`src/rtl/ac_sr_multi.sv`:
```
// Multi-lane post-accumulator shift register.
// Rebuilds each lane's weighted total from bit-serial partial sums (LSB first)
// at a run-time precision, with unsigned or two's-complement activations.
module ac_sr_multi #(
  parameter int M      = 16,
  parameter int PA_MAX = 8,
  parameter int LANES  = 4
) (
  input  logic                                   clk,
  input  logic                                   rst_n,
  input  logic                                   start,
  input  logic                                   shift_en,
  input  logic                                   clear,
  input  logic [$clog2(PA_MAX):0]                prec,
  input  logic                                   signed_mode,
  input  logic [LANES*($clog2(M)+1)-1:0]         inr_ac,
  output logic [LANES*($clog2(M)+PA_MAX)-1:0]    outr_ac,
  output logic                                   out_valid,
  output logic                                   busy
);

  localparam int L  = $clog2(M) + 1;
  localparam int W  = $clog2(M) + PA_MAX;
  localparam int PW = $clog2(PA_MAX) + 1;
  localparam logic [PW-1:0] P_MAX = PW'(PA_MAX);

  typedef enum logic {IDLE, ACC} state_t;

  state_t          state_q, state_d;
  logic [PW-1:0]   p_q, p_d;
  logic [PW-1:0]   count_q, count_d;
  logic            signed_q, signed_d;
  logic            out_valid_q, out_valid_d;

  logic [PW-1:0]   p_in;
  logic [PW-1:0]   cur_p;
  logic [PW-1:0]   idx;
  logic            accept;
  logic            last;
  logic            neg;

  // Shared control: which sample index is being accepted and whether it is the last one
  always_comb begin
    p_in   = (prec == '0 || prec > P_MAX) ? P_MAX : prec;
    cur_p  = start ? p_in : p_q;
    idx    = start ? '0 : count_q;
    accept = start | ((state_q == ACC) & shift_en);
    last   = (idx == cur_p - 1'b1);
    // The MSB sample of a signed activation carries negative weight
    neg    = (start ? signed_mode : signed_q) & last;
  end

  // State register
  always_ff @(posedge clk or negedge rst_n) begin
    if (!rst_n) state_q <= IDLE;
    else        state_q <= state_d;
  end

  // Next-state logic: clear beats start beats shift_en
  always_comb begin
    state_d = state_q;
    if (clear)       state_d = IDLE;
    else if (accept) state_d = last ? IDLE : ACC;
  end

  // Output decode
  always_comb begin
    busy      = (state_q == ACC);
    out_valid = out_valid_q;
  end

  // Next values of latched precision/mode, sample counter and completion pulse
  always_comb begin
    p_d         = p_q;
    signed_d    = signed_q;
    count_d     = count_q;
    out_valid_d = 1'b0;
    if (clear) begin
      count_d = '0;
    end else if (accept) begin
      if (start) begin
        p_d      = p_in;
        signed_d = signed_mode;
      end
      count_d     = last ? '0 : idx + 1'b1;
      out_valid_d = last;
    end
  end

  // Control registers
  always_ff @(posedge clk or negedge rst_n) begin
    if (!rst_n) begin
      p_q         <= P_MAX;
      signed_q    <= 1'b0;
      count_q     <= '0;
      out_valid_q <= 1'b0;
    end else begin
      p_q         <= p_d;
      signed_q    <= signed_d;
      count_q     <= count_d;
      out_valid_q <= out_valid_d;
    end
  end

  // Per-lane datapath: identical arithmetic, shared control
  for (genvar gi = 0; gi < LANES; gi++) begin : g_lane
    logic [W-1:0] acc_q, acc_d;
    logic [W-1:0] outr_q, outr_d;
    logic [W-1:0] term;
    logic [W-1:0] base;
    logic [W-1:0] sum;

    // Weighted add of the current sample; modulo-2^W arithmetic is exact since results fit
    always_comb begin
      term   = W'(inr_ac[gi*L +: L]) << idx;
      base   = start ? '0 : acc_q;
      sum    = neg ? (base - term) : (base + term);
      acc_d  = acc_q;
      outr_d = outr_q;
      if (clear) begin
        acc_d  = '0;
        outr_d = '0;
      end else if (accept) begin
        acc_d = last ? '0 : sum;
        if (last) outr_d = sum;
      end
    end

    // Lane accumulator and result registers
    always_ff @(posedge clk or negedge rst_n) begin
      if (!rst_n) begin
        acc_q  <= '0;
        outr_q <= '0;
      end else begin
        acc_q  <= acc_d;
        outr_q <= outr_d;
      end
    end

    assign outr_ac[gi*W +: W] = outr_q;
  end

endmodule

```
`config.mk`:
```
export PLATFORM = sky130hd
export DESIGN_NAME = ac_sr_multi
export DESIGN_NICKNAME = d
export VERILOG_FILES = /design/src/rtl/ac_sr_multi.sv
export SDC_FILE = /design/constraint.sdc
export NUM_CORES = 1
export LEC_CHECK = 0
export ABC_AREA = 1
export CAP_MARGIN = 20
export CORE_ASPECT_RATIO = 0.9
export CORE_MARGIN = 10
export CORE_UTILIZATION = 55
export CTS_BUF_LIST = sky130_fd_sc_hd__clkbuf_8
export DETAILED_ROUTE_END_ITERATION = 10
export GPL_TIMING_DRIVEN = 0
export PLACE_DENSITY = 0.78
export REMOVE_ABC_BUFFERS = 1
export SYNTH_ARGS = -nofsm -noshare
export SYNTH_HDL_FRONTEND = slang
export SYNTH_SLANG_ARGS = --single-unit
```
`constraint.sdc`:
```
create_clock -name clk -period 3.53 [get_ports clk]
set_input_delay 0.353 -clock clk [delete_from_list [all_inputs] [get_ports clk]]
set_output_delay 0.353 -clock clk [all_outputs]
set_load 0.01 [all_outputs]
```
Yosys cells after proc, flatten, opt, wreduce, memory -nomap -nowiden
Cells that the tools add are included.
{ "classes": {"add_sub_neg": 10, "multipliers": 0, "div": 0, "magnitude_cmp": 1, "eq_ne": 1, "shift": 4, "mux": 44, "n_bitwise": 4, "reduce_logical": 6} }
{ "op_table": {"columns": ["cell", "n"], "rows": [
  ["2-to-1 mux 12 bit", 32],
  ["adder 12 bit", 4],
  ["<< shifter 5 x 4 -> 12 bit", 4],
  ["subtractor 12 bit", 4],
  ["2-to-1 mux 4 bit", 6],
  ["2-to-1 mux 1 bit", 6],
  ["adder 4 x 1 -> 4 bit, second input constant", 1],
  ["== test 4 bit", 1],
  ["> comparator 4 bit, second input constant", 1],
  ["zero test 4 bit", 1],
  ["AND reduction 2 bit", 2],
  ["nonzero test 2 bit", 2],
  ["subtractor 4 x 1 -> 4 bit, second input constant", 1],
  ["AND 1 bit", 2],
  ["logical OR 1 bit", 1],
  ["NOT 1 bit", 1],
  ["bitwise OR 1 bit", 1]
]} }
{ "word_totals": {"register_bits": 107, "latch_bits": 0, "ramBits": 0, "mem_bits_ro": 0, "in_bits": 30, "output_inout_bits": 50, "word_cells": 83, "n_memories": 0} }

Depth between registers and ports, before layout
Gate-level depths: netlist of run 1.
{ "depth": {"word_depth": 11, "mapped_depth": 29, "mapped_depth_nobuf": 26} }

Least setup slack after synthesis of run 1
Ideal clock, no wire load.
{ "synth_path": {"kind": "input-to-reg", "startpoint": "in start", "endpoint": "reg g_lane[0].acc_q[10]", "setup_ps": 133, "arrival_time_ps": 3590, "t_required_ps": 3397, "path_slack_ps": -193, "stages": 24, "n_path_buf": 3, "path_cell_list": "buf_6 inv_8 nor2_4 nand2_1 nand2_1 inv_2 ha_1 xor2_1 nand3b_1 nor2_2 nand3_4 buf_2 buf_6 o21ai_1 inv_1 fa_1 o21ai_0 nand4_1 nand2_1 nand2_1 nand2_1 a21oi_1 xor2_1 o22ai_1"} }
{ "synth_via": {"elab_chain_len": 8, "elab_cells_between_ends": 16, "classes_between": "add/sub: 3; eq/ne: 1; shift: 1; mux: 8; bitwise: 2; reduce/logical: 1"} }
{ "synth_rtl": {"columns": ["element", "line_no", "rtl"], "rows": [
  ["from (decl)", "11", "input logic start,"],
  ["branches (longest 8 deep; another with adder 12 bit)", null, null],
  ["to (signal assigned)", "132", "acc_q <= '0;"],
  ["to (signal assigned)", "135", "acc_q <= acc_d;"],
  ["to (decl)", "107", "logic [W-1:0] acc_q, acc_d;"]
]} }
Several ways; the timed one is not identified. The select of a mux whose other input is x is not followed.
A chain may end at the register's enable or synchronous reset.

Final worst setup path of run 1
{ "layout_path": {"startpoint": "reg p_q[0]", "endpoint": "reg g_lane[2].outr_q[11]"} }
{ "layout_via": {"elab_chain_len": 8, "elab_cells_between_ends": 10, "classes_between": "add/sub: 1; eq/ne: 1; mux: 5; bitwise: 1; reduce/logical: 2"} }
{ "layout_rtl": {"columns": ["element", "line_no", "rtl"], "rows": [
  ["from (decl)", "30", "logic [PW-1:0] p_q, p_d;"],
  ["from (signal assigned)", "98", "p_q <= p_d;"],
  ["2-to-1 mux 4 bit (*)", null, null],
  ["subtractor 4 x 1 -> 4 bit (*)", "48", "last = (idx == cur_p - 1'b1);"],
  ["== test 4 bit (*)", "48", null],
  ["AND 1 bit", "50", "neg = (start ? signed_mode : signed_q) & last;"],
  ["2-to-1 mux 12 bit", "117", "sum = neg ? (base - term) : (base + term);"],
  ["2-to-1 mux 12 bit", "125", "if (last) outr_d = sum;"],
  ["2-to-1 mux 12 bit", "123", "end else if (accept) begin"],
  ["2-to-1 mux 12 bit", "120", "if (clear) begin"],
  ["to (signal assigned)", "136", "outr_q <= outr_d;"],
  ["to (decl)", "108", "logic [W-1:0] outr_q, outr_d;"]
]} }
Mark *: on every way between the ends. The rest lies on a longest branch, timed or not. The select of a mux whose other input is x is not followed.

==> flow_metrics.py, run 1 <==
metrics = {
    "placement": {
        "gp_congestion": 0.9121,
        "numPlacedInstances": 1450,
        "numPortBuffers": 79,
        "postPlaceCellArea_um2": 9415,
        "hpwlAfterDp_um": 14830,
        "dp_worst_setup_slack_ps": -1699,
    },
    "die": {
        "start_util_pct": 55.90,
        "die_width_um": 151.8,
        "std_cell_rows": 43,
        "floorplan.core_area_um2": 15390,
        "i_o_pin_total": 80,
        "die_height_um": 138.6,
        "dieArea_um2": 21050,
    },
    "critical_path": {
        "arrival_ps": 3910,
        "ff2ff_path_depth": 24,
        "critPathCaptureType": "flop",
        "worst-setup-path-type": "reg -> reg",
        "worstPathRequired_ps": 3830,
        "startpoint_type": "flop",
        "cp-startpoint": "p_q[0]",
        "critPathMaxFanout": 5,
        "worst_r2r_startpoint": "p_q[0]",
    },
    "routing": {
        "detailedRoute.firstPassIterationCount": 7,
        "detailedRoute.firstIterationViolations": 970,
        "post_drt_wl_per_cell_um": 17.22,
        "wirelength_um": 26740,
        "avgViaCountPerCell": 5.748,
        "detail-route-antenna-nets": 0,
        "total_vias_in_the_final_route": 8927,
        "drcViolationCount": 0,
    },
    "logic_synthesis": {
        "yosys_register_bits": 107,
        "post_synth_inst_count": 1218,
        "syn_avg_cell_area_um2": 7.061,
        "post_synth_num_cell_types": 44,
        "yosysSeqAreaShare_pct": 31.15,
        "synthesis.area_um2": 8601,
        "synth.yosys.warnings": 0,
        "main_flop_type_after_synthesis": "dfrtp_1",
        "synthArstFlopShare_pct": 100.0,
        "synth_edf_count": 0,
    },
    "pwr": {
        "power_per_standard_cell_area_nw_per_um2": 336.9,
        "cellLeakagePower_nw": 5.657,
        "power.ir.vdd_worst_v": 0.0002125,
        "totalPowerFinal_mw": 3.838,
    },
    "clock_network": {
        "clk_latency_ps": 410,
        "library_cell_used_as_clock_root_buffer": "clkbuf_8",
        "cts_tree": "built",
        "tritoncts.num_buffers": 9,
        "clk_path_buf_depth": 2,
        "tritoncts_num_sinks": 107,
        "clkTransAtPathRegs_ps": 100,
        "htree_num_levels": 3,
    },
    "finish": {
        "n_antenna_cell": 0,
        "final_cell_count_no_fill": 1553,
        "final_layout_size_suffix_gt1_share_pct": 22.28,
        "flow.area_growth_from_synthesis_pct": 32.44,
        "postLayoutCellArea_um2": 11390,
        "n_fill_cell": 1144,
        "nNetsFinal": 1430,
    },
    "sta": {
        "timing.setup.tns_ps": -531.7,
        "setup_viol": 13,
        "maxClockFrequency_mhz": 277.0,
        "worst_pin_slew_ps": 1080,
        "rsz0062_at_grt": "yes",
        "max-slew-margin-rel_pct": 27.72,
        "slew_viol_final": 0,
        "timing.clock.skew_ps": 15.39,
        "fin_crit_ps": 3610,
        "finalHoldViolCount": 0,
        "setup_slack_ps": -80.36,
        "post-route-period-util_pct": 102.3,
    },
    "global_route": {
        "vias_in_the_first_global_route": 8106,
        "groute.usage.overall_pct": 21.88,
        "grt_start_max_net_pins": 56,
        "grt_antenna_before_repair": 0,
        "grt.overflow.total": 0,
        "grt_pass1_wl_um": 39200,
    },
    "hold_path": {
        "worst_hold_path.num_cells": 4,
        "worstHoldStart": "prec[1]",
        "holdCritPathClass": "in -> reg",
    },
    "outcome": {
        "violated_checks": "setup timing",
        "status": "finished with violations",
    },
    "job": {
        "number_of_violations_of_the_max_capacitance_limit": 0,
    },
}
==> cell type report <==
class,instances,area [µm²],share of cell area (%)
inverter,159,658.1,5.778
clock buffer,11,151.4,1.329
clock inverter,5,22.52,0.1977
tap,202,252.7,2.219
multi-input combinational,905,5962,52.34
sequential,107,2681,23.54
timing repair inverter,3,33.78,0.2966
timing repair buffer,161,1629,14.30
==> registers in the layout, summed over array words and instances (netlist names) <==
name           flops
g_lane.outr_q     48
out_valid          1
busy               1
g_lane.acc_q      48
p_q                4
signed_q           1
count_q            4
==> critical path: stages, from the launching register on <==
cell      delay, ps
dfrtp_1         400
nand2_1          70
nand2_2          80
inv_4            70
ha_4            200
xor2_1          150
nand3b_1        200
nor2_4          190
nand3_4         130
buf_12          200
buf_16          140
nand2_4          50
xor2_1           60
ha_1            390
nand2_4          90
nor3_4          240
nand3_2         100
nand3_2          80
nand2_1          50
a21boi_1        140
nor2_1           90
inv_1            90
nand3_2         120
nand3_2         100
nand2_1          50
==> per-stage QoR <==
stage | hold slack [ps] | utilization [%]
finish | 290.7 | 74.03
global route | 326.3 | 74.03
CTS | 496.6 | 66.88
detailed placement | 431.4 | 61.19
global placement | 463.5 | 60.75
floorplan | 57.41 | -
==> logic make-up (layout without fill, tap and decap cells) <==
kind of cell / Yosys count / in the layout / synth area share, %
simple gates: 565 / 570 / 29.20
flops: 107 / 107 / 31.15
xor+xnor: 73 / 73 / 7.434
fa+ha+maj: 54 / 54 / 8.205
compound gates: 208 / 208 / 13.54
buf+inv: 211 / 339 / 10.47
==> synth_stat cells, types with 3 or more instances <==
master    count  area share (%)
nand2_1     314              14
inv_1       143             6.2
dfrtp_1     106              31
nand3_1     103             6.0
nor2_1       73             3.2
a21oi_1      55             3.2
o21ai_0      55             3.2
ha_1         50             7.3
xor2_1       44             4.5
o22ai_1      43             3.1
nand4_1      39             2.8
o21ai_1      30             1.7
xnor2_1      29             3.0
clkbuf_1     21            0.92
buf_2        18             1.0
inv_2        13            0.57
or2_2         9            0.65
buf_6         6            0.79
nor2_2        6            0.44
a21o_1        5            0.44
o31ai_1       5            0.44
a211oi_1      4            0.35
a31oi_1       4            0.29
fa_1          4            0.93
nand2_2       4            0.29
nor2_4        4            0.52
buf_4         3            0.26
nand3_2       3            0.35
or2_1         3            0.22
==> timing repair <==
| item | 4_1_cts | 5_1_grt |
|---|---|---|
| hold endpoints to repair | 13 | 0 |
| endpoints found under the setup margin | 88 | 59 |
| setup buffers | 30 | 48 |
| cloned | 8 | 3 |
| resized for setup | 74 | 173 |
| hold buffers | 1 | 0 |
| pin swaps | 33 | 89 |
==> report_power, final <==
part	switching, mW	leakage, nW	internal, mW
combinational	1.00	4.09	0.756
clock	0.434	0.101	0.287
sequential	0.0360	1.46	1.32
total	1.47	5.66	2.36
==> cell usage in the layout (no fill, tap or decap), types with 6 or more instances in the layout <==
cell type        instances
o21ai_4                  6
inv_1                  134
nand2_2                 26
ha_1                    35
xnor2_1                 19
buf_4                   63
nor2_4                   7
nand3_1                 94
a21oi_1                 29
o21ai_2                 10
ha_4                    15
xor2_1                  39
o21ai_0                 34
nand4_1                 39
buf_6                    9
xnor2_2                 10
clkdlybuf4s50_1         74
clkbuf_8                11
a21oi_2                 25
nor2_2                   6
o22ai_1                 43
nand2_1                282
inv_2                   20
nor2_1                  71
o21ai_1                 35
nand3_2                 12
nand2_4                 11
dfrtp_1                104
==> metal layers <==
metal  share of wire, %  wire length [µm]  GRT usage [%]
met5                  0                 0              0
met2                 46             12230          34.11
met1                 41             10920          28.36
met3                9.4              2515          5.798
met4                4.0              1074          8.304
==> final timing paths <==
check / slack, ps / endpoint
setup / recovery: -80 / g_lane[2].outr_q[11]
max in group asynchronous: 2250 / p_q[3]
setup reg to reg: -80 / g_lane[2].outr_q[11]
min in group asynchronous: 510 / g_lane[2].outr_q[5]
hold / removal: 290 / p_q[3]
hold reg to reg: 490 / g_lane[0].outr_q[4]
Power figures use the tool's default switching activity.
==> inputs of run 2 (changes only) <==
--- a/config.mk
+++ b/config.mk
@@ -8,7 +8,6 @@
 export ABC_AREA = 1
 export CAP_MARGIN = 20
 export CORE_ASPECT_RATIO = 0.9
-export CORE_MARGIN = 10
 export CORE_UTILIZATION = 55
 export CTS_BUF_LIST = sky130_fd_sc_hd__clkbuf_8
 export DETAILED_ROUTE_END_ITERATION = 10
==> run 2 against run 1 <==
Net effect:
- the run still ends with setup timing left
- critical path depth fell by 3
- sequential power about the same
- non-clock buffer count increased by 7
- fmax is 3.2% lower
- register-to-register slack worse by 120 ps
- worst setup slack worse by 120 ps
- global-route usage increased by 7.8 points
- flip-flop and latch count stayed put
- cell count barely moved
- power up 8.0%
- clock skew shrank 2.2 ps
- critical path type unchanged
- critical endpoint is now g_lane[1].acc_q[10]
- largest cell class unchanged
- largest power group unchanged
- highest routed layer unchanged
==> flow_metrics.py, run 2 (synthesis gave the netlist of run 1 again) <==
metrics = {
    "outcome": {
        "status": "finished with violations",
        "violated_checks": "setup timing",
    },
    "clock_network": {
        "tritoncts_num_sinks": 107,
        "cts_tree": "built",
        "clk_path_buf_depth": 2,
        "clk_latency_ps": 400,
        "library_cell_used_as_clock_root_buffer": "clkbuf_8",
        "clkTransAtPathRegs_ps": 110,
        "tritoncts.num_buffers": 9,
        "htree_num_levels": 3,
    },
    "finish": {
        "biggestRegsByFlops": "g_lane.acc_q x48, g_lane.outr_q x48",
        "final_cell_count_no_fill": 1552,
        "nNetsFinal": 1433,
        "n_antenna_cell": 0,
        "n_fill_cell": 1056,
        "layout_common_cells": "nand2_1 (286), inv_1 (131), dfrtp_1 (103)",
        "area_taken_by_flip_flops_and_latches_um2": 2683,
        "final_layout_size_suffix_gt1_share_pct": 23.86,
        "multiInputGateArea_um2": 6062,
        "flow.area_growth_from_synthesis_pct": 34.19,
        "most_frequent_standard_cell_in_the_layout_excluding_fill_and_tap_cells": "nand2_1",
    },
    "global_route": {
        "groute.usage.overall_pct": 29.70,
        "grt.overflow.total": 0,
        "grt_antenna_before_repair": 0,
        "grt_start_max_net_pins": 59,
        "grt_pass1_wl_um": 38430,
        "vias_in_the_first_global_route": 8026,
    },
    "critical_path": {
        "worst_r2r_startpoint": "p_q[0]",
        "worstPathRequired_ps": 3760,
        "critPathCaptureType": "flop",
        "ff2ff_setup_slack_ps": -200,
        "ff2ff_path_depth": 21,
        "worst-setup-path-type": "reg -> reg",
        "crit-reg2reg-capture": "g_lane[1].acc_q[10]",
        "critPathMaxFanout": 5,
        "startpoint_type": "flop",
        "arrival_ps": 3960,
    },
    "routing": {
        "post_drt_wl_per_cell_um": 17.40,
        "detail-route-antenna-nets": 0,
        "total_vias_in_the_final_route": 9156,
        "wirelength_um": 27010,
        "detailedRoute.firstIterationViolations": 1125,
        "detailedRoute.firstPassIterationCount": 6,
        "drcViolationCount": 0,
        "avgViaCountPerCell": 5.899,
    },
    "die": {
        "floorplan.core_area_um2": 14980,
        "i_o_pin_total": 80,
        "std_cell_rows": 42,
        "die_height_um": 120.6,
        "dieArea_um2": 16140,
        "die_width_um": 133.8,
        "start_util_pct": 57.43,
    },
    "pwr": {
        "power_per_standard_cell_area_nw_per_um2": 359.0,
        "totalPowerFinal_mw": 4.144,
        "cellLeakagePower_nw": 5.686,
        "power.ir.vdd_worst_v": 0.0002479,
    },
    "placement": {
        "hpwlAfterDp_um": 14370,
        "gp_congestion": 0.8691,
        "numPlacedInstances": 1446,
        "numPortBuffers": 79,
        "dp_worst_setup_slack_ps": -1685,
    },
    "hold_path": {
        "holdCritPathClass": "in -> reg",
        "worst_hold_path.num_cells": 4,
        "worstHoldStart": "prec[0]",
        "hold_worst_path_end": "p_q[3]",
    },
    "sta": {
        "post-route-period-util_pct": 105.7,
        "timing.setup.tns_ps": -2043,
        "rsz0062_at_grt": "yes",
        "finalHoldViolCount": 0,
        "max-slew-margin-rel_pct": 21.54,
        "maxClockFrequency_mhz": 268.0,
        "setup_slack_ps": -201.5,
        "slew_viol_final": 0,
        "fin_crit_ps": 3731,
        "setup_viol": 32,
        "worst_pin_slew_ps": 1173,
        "timing.clock.skew_ps": 13.22,
    },
    "job": {
        "number_of_violations_of_the_max_capacitance_limit": 0,
    },
}
-- run 2: cell types whose count changed in the layout (fill, tap and decap cells not counted), sizes merged --
cell,change
clkinv,-8
bufbuf,-1
nand2,-1
clkinvlp,+1
inv,+2
dlymetal6s2s,-2
bufinv,+3
buf,+7
dlygate4sd2,+2
-- run 2: how the worst max path moves through the flow --
| stage | startpoint | end | cells after the start |
|---|---|---|---|
| 2_1_floorplan | start | g_lane[0].acc_q[10] | 19 |
| 3_3_place_gp | start | g_lane[0].acc_q[10] | 20 |
| 5_1_grt | p_q[0] | g_lane[1].acc_q[10] | 21 |
| 4_1_cts | p_q[1] | g_lane[2].acc_q[10] | 22 |
| 3_5_place_dp | start | g_lane[0].acc_q[10] | 22 |
| 6_report | p_q[0] | g_lane[1].acc_q[10] | 21 |
-- run 2: power breakdown --
group          total (mW)  internal [mW]  switching (mW)
combinational        1.84          0.804            1.03
sequential           1.36           1.32          0.0379
clock               0.948          0.486           0.462
total                4.14           2.61            1.53
-- run 2: final cells by class --
cell class | count | area share, %
multi-input combinational | 904 | 52.53
sequential | 107 | 23.24
timing repair buffer | 168 | 14.46
inverter | 159 | 5.518
tap | 198 | 2.147
clock buffer | 10 | 1.193
clock inverter | 6 | 0.9107
-- run 2: layer usage --
| layer | share of wire, % | wire length (µm) | GRT usage (%) |
|---|---|---|---|
| met5 | 0 | 0 | 0 |
| met4 | 3.0 | 823 | 9.730 |
| met3 | 9.4 | 2528 | 6.080 |
| met2 | 47 | 12650 | 47.05 |
| met1 | 41 | 11000 | 40.46 |
-- run 2: through the flow --
step	hold WS, ps	utilization (%)	cell area [µm²]
after floorplan	57.41	-	8304
after global placement	464.1	62.38	9343
after detailed placement	428.0	62.88	9418
after CTS	430.3	68.92	10320
after global routing	501.3	77.06	11540
final	450.8	77.06	11540
-- run 2: worst max-delay path: stages (launching register included) --
cell,delay (ps)
dfrtp_1,380
nand2_1,80
nand2_2,120
inv_4,50
ha_4,230
xor2_1,160
nand3b_1,220
nor2_4,180
nand3_4,180
buf_6,240
nand2_2,80
xor2_1,200
ha_1,300
nand2_1,100
a21oi_1,80
a211oi_1,230
nand2_1,120
nand2_1,90
nand2_1,70
a21oi_2,150
xor2_1,210
o22ai_1,90
-- run 2: what timing repair did --
action	4_1_cts	5_1_grt
pin swaps	32	107
hold buffers	1	0
resized for setup	69	196
endpoints found under the setup margin	88	61
buffers inserted	32	54
gates cloned	5	2
endpoints found under the hold margin	7	0
==> inputs of run 3 (changes only) <==
--- a/config.mk
+++ b/config.mk
@@ -6,13 +6,13 @@
 export NUM_CORES = 1
 export LEC_CHECK = 0
 export ABC_AREA = 1
-export CAP_MARGIN = 20
+export CAP_MARGIN = 10
 export CORE_ASPECT_RATIO = 0.9
 export CORE_UTILIZATION = 55
 export CTS_BUF_LIST = sky130_fd_sc_hd__clkbuf_8
 export DETAILED_ROUTE_END_ITERATION = 10
 export GPL_TIMING_DRIVEN = 0
-export PLACE_DENSITY = 0.78
+export PLACE_DENSITY = 0.75
 export REMOVE_ABC_BUFFERS = 1
 export SYNTH_ARGS = -nofsm -noshare
 export SYNTH_HDL_FRONTEND = slang
==> constraint.sdc (replaced) <==
create_clock -name clk -period 4.05 [get_ports clk]
set_input_delay 0.405 -clock clk [delete_from_list [all_inputs] [get_ports clk]]
set_output_delay 0.405 -clock clk [all_outputs]
set_load 0.01 [all_outputs]
==> run 3 against run 2 <==
Net effect:
- the run now ends clean
- clock power shrank 19%
- cell count shrank 4.0%
- worst hold slack lost 430 ps
- flip-flop and latch count is the same
- worst setup slack gained 460 ps
- critical path depth grew 4
- wire length shrank 19%
- die area is the same
- clock skew shrank 1.9 ps
- final area shrank 12%
- sequential share of layout area grew 3.3 points
- register-to-register slack gained 480 ps
- critical endpoint unchanged
==> flow_metrics.py, run 3 (synthesis gave the netlist of run 1 again) <==
metrics = {
    "hold_path": {
        "holdCritPathClass": "in -> async",
    },
    "critical_path": {
        "worst-setup-path-type": "in -> reg",
        "max_stage_delay_ps": 300,
        "critPathMostFrequentCell": "nand2_1",
        "critPathCaptureType": "flop",
        "startpoint_type": "input port",
        "path_buf_inv": 5,
        "worstPathRequired_ps": 4290,
        "cpLargestDelayFamily": "simple AND/OR/NAND/NOR gates",
        "slowest_stage": "ha_1",
        "crit-reg2reg-capture": "g_lane[0].acc_q[9]",
        "ff2ff_path_depth": 17,
        "worst_r2r_startpoint": "count_q[3]",
        "arrival_ps": 4030,
        "ff2ff_setup_slack_ps": 280,
        "critPathMaxFanout": 33,
    },
    "placement": {
        "hpwlAfterDp_um": 14280,
        "numPortBuffers": 79,
        "gp_congestion": 0.8512,
        "dp_worst_setup_slack_ps": -1273,
    },
    "routing": {
        "post_drt_wl_per_cell_um": 14.74,
        "detailedRoute.firstPassIterationCount": 5,
        "total_vias_in_the_final_route": 8218,
        "detail-route-antenna-nets": 0,
        "detailedRoute.firstIterationViolations": 695,
        "avgViaCountPerCell": 5.515,
        "wirelength_um": 21970,
        "drcViolationCount": 0,
    },
    "global_route": {
        "groute.usage.overall_pct": 27.26,
        "grt.overflow.total": 0,
        "vias_in_the_first_global_route": 7416,
        "grt_pass1_wl_um": 35480,
        "grt_start_max_net_pins": 57,
        "grt_antenna_before_repair": 0,
    },
    "clock_network": {
        "library_cell_used_as_clock_root_buffer": "clkbuf_8",
        "clk_latency_ps": 400,
        "clkTransAtPathRegs_ps": 110,
        "htree_num_levels": 3,
        "cts_hold_repair.buffers": 0,
        "cts_tree": "built",
        "tritoncts_num_sinks": 107,
        "tritoncts.num_buffers": 9,
        "clk_path_buf_depth": 2,
    },
    "finish": {
        "most_frequent_standard_cell_in_the_layout_excluding_fill_and_tap_cells": "nand2_1",
        "flow.area_growth_from_synthesis_pct": 17.53,
        "n_antenna_cell": 0,
        "biggestRegsByFlops": "g_lane.acc_q x48, g_lane.outr_q x48",
        "n_fill_cell": 1317,
        "layout_common_cells": "nand2_1 (312), inv_1 (143), dfrtp_1 (105)",
        "final_layout_size_suffix_gt1_share_pct": 9.211,
        "nNetsFinal": 1371,
        "area_taken_by_flip_flops_and_latches_um2": 2680,
        "multiInputGateArea_um2": 5174,
    },
    "sta": {
        "worst_pin_slew_ps": 1038,
        "setup_slack_ps": 254.5,
        "finalHoldViolCount": 0,
        "max-slew-margin-rel_pct": 30.54,
        "timing.clock.skew_ps": 11.35,
        "fin_crit_ps": 3795,
        "setup_viol": 0,
        "final.hold.worst_slack_ps": 15.88,
        "slew_viol_final": 0,
        "post-route-period-util_pct": 93.72,
        "maxClockFrequency_mhz": 263.5,
        "timing.setup.tns_ps": 0,
    },
    "die": {
        "std_cell_rows": 42,
        "die_height_um": 120.6,
        "die_width_um": 133.8,
        "i_o_pin_total": 80,
        "floorplan.core_area_um2": 14980,
        "start_util_pct": 57.43,
        "dieArea_um2": 16140,
    },
    "pwr": {
        "power.ir.vdd_worst_v": 0.0001973,
        "power_per_standard_cell_area_nw_per_um2": 303.8,
        "cellLeakagePower_nw": 5.227,
        "totalPowerFinal_mw": 3.071,
    },
    "job": {
        "number_of_violations_of_the_max_capacitance_limit": 0,
    },
    "outcome": {
        "status": "finished clean",
    },
}
run 3: cell count changes in the layout (fill, tap and decap cells not counted), sizes merged:
cell / previous run / this run
clkbuf: 11 / 13
bufinv: 3 / 2
clkdlybuf4s50: 74 / 76
inv: 160 / 158
dlygate4sd3: 1 / 0
clkinv: 1 / 4
dlygate4sd2: 3 / 0
buf: 88 / 28
nand2: 321 / 319
dlymetal6s2s: 0 / 1
bufbuf: 1 / 0
run 3: how the worst max path moves through the flow:
stage,slack [ps],from,depth (start not counted),to
after floorplan,260,start,19,g_lane[0].acc_q[10]
after global placement,-2800,start,20,g_lane[0].acc_q[10]
after detailed placement,-1270,start,21,g_lane[0].acc_q[10]
after CTS,20,start,28,g_lane[2].outr_q[11]
after global routing,-10,count_q[3],20,g_lane[3].acc_q[10]
final,250,start,25,g_lane[1].acc_q[10]
run 3: layout make-up:
cell class              instances  share of cell area [%]
clock buffers                  10                   1.362
repair buffers                108                   11.41
multi-input cells             902                   51.18
well taps                     198                   2.451
flip-flops and latches        107                   26.51
inverters                     159                   6.226
clock inverters                 6                  0.8541
run 3: through the flow:
| stage | cell area [µm²] | cells | utilization (%) |
|---|---|---|---|
| 2_1_floorplan | 8304 | 1166 | - |
| 3_3_place_gp | 9343 | 1443 | 62.38 |
| 3_5_place_dp | 9418 | 1446 | 62.88 |
| 4_1_cts | 9732 | 1467 | 64.98 |
| 5_1_grt | 10110 | 1490 | 67.49 |
| 6_report | 10110 | 1490 | 67.49 |
run 3: power by group:
group | switching [mW] | total (mW) | internal (mW)
sequential | 0.0292 | 1.18 | 1.15
clock | 0.400 | 0.765 | 0.366
combinational | 0.682 | 1.13 | 0.444
total | 1.11 | 3.07 | 1.96
run 3: what timing repair did:
action / CTS / global route
pin swaps: 2 / 11
endpoints found under the setup margin: 72 / 54
gates cloned: 2 / 3
resized for setup: 16 / 35
setup buffers: 3 / 20
run 3: metal layers:
metal  global-route usage [%]  up-vias  part of all wire [%]  wire [µm]
met3                    3.648       21                   5.6       1231
met1                    38.87     3817                    49      10690
met5                        0        -                     0          0
li1                         -     4143                     -          -
met2                    43.56      237                    45       9786
met4                    6.747        0                   1.2        260
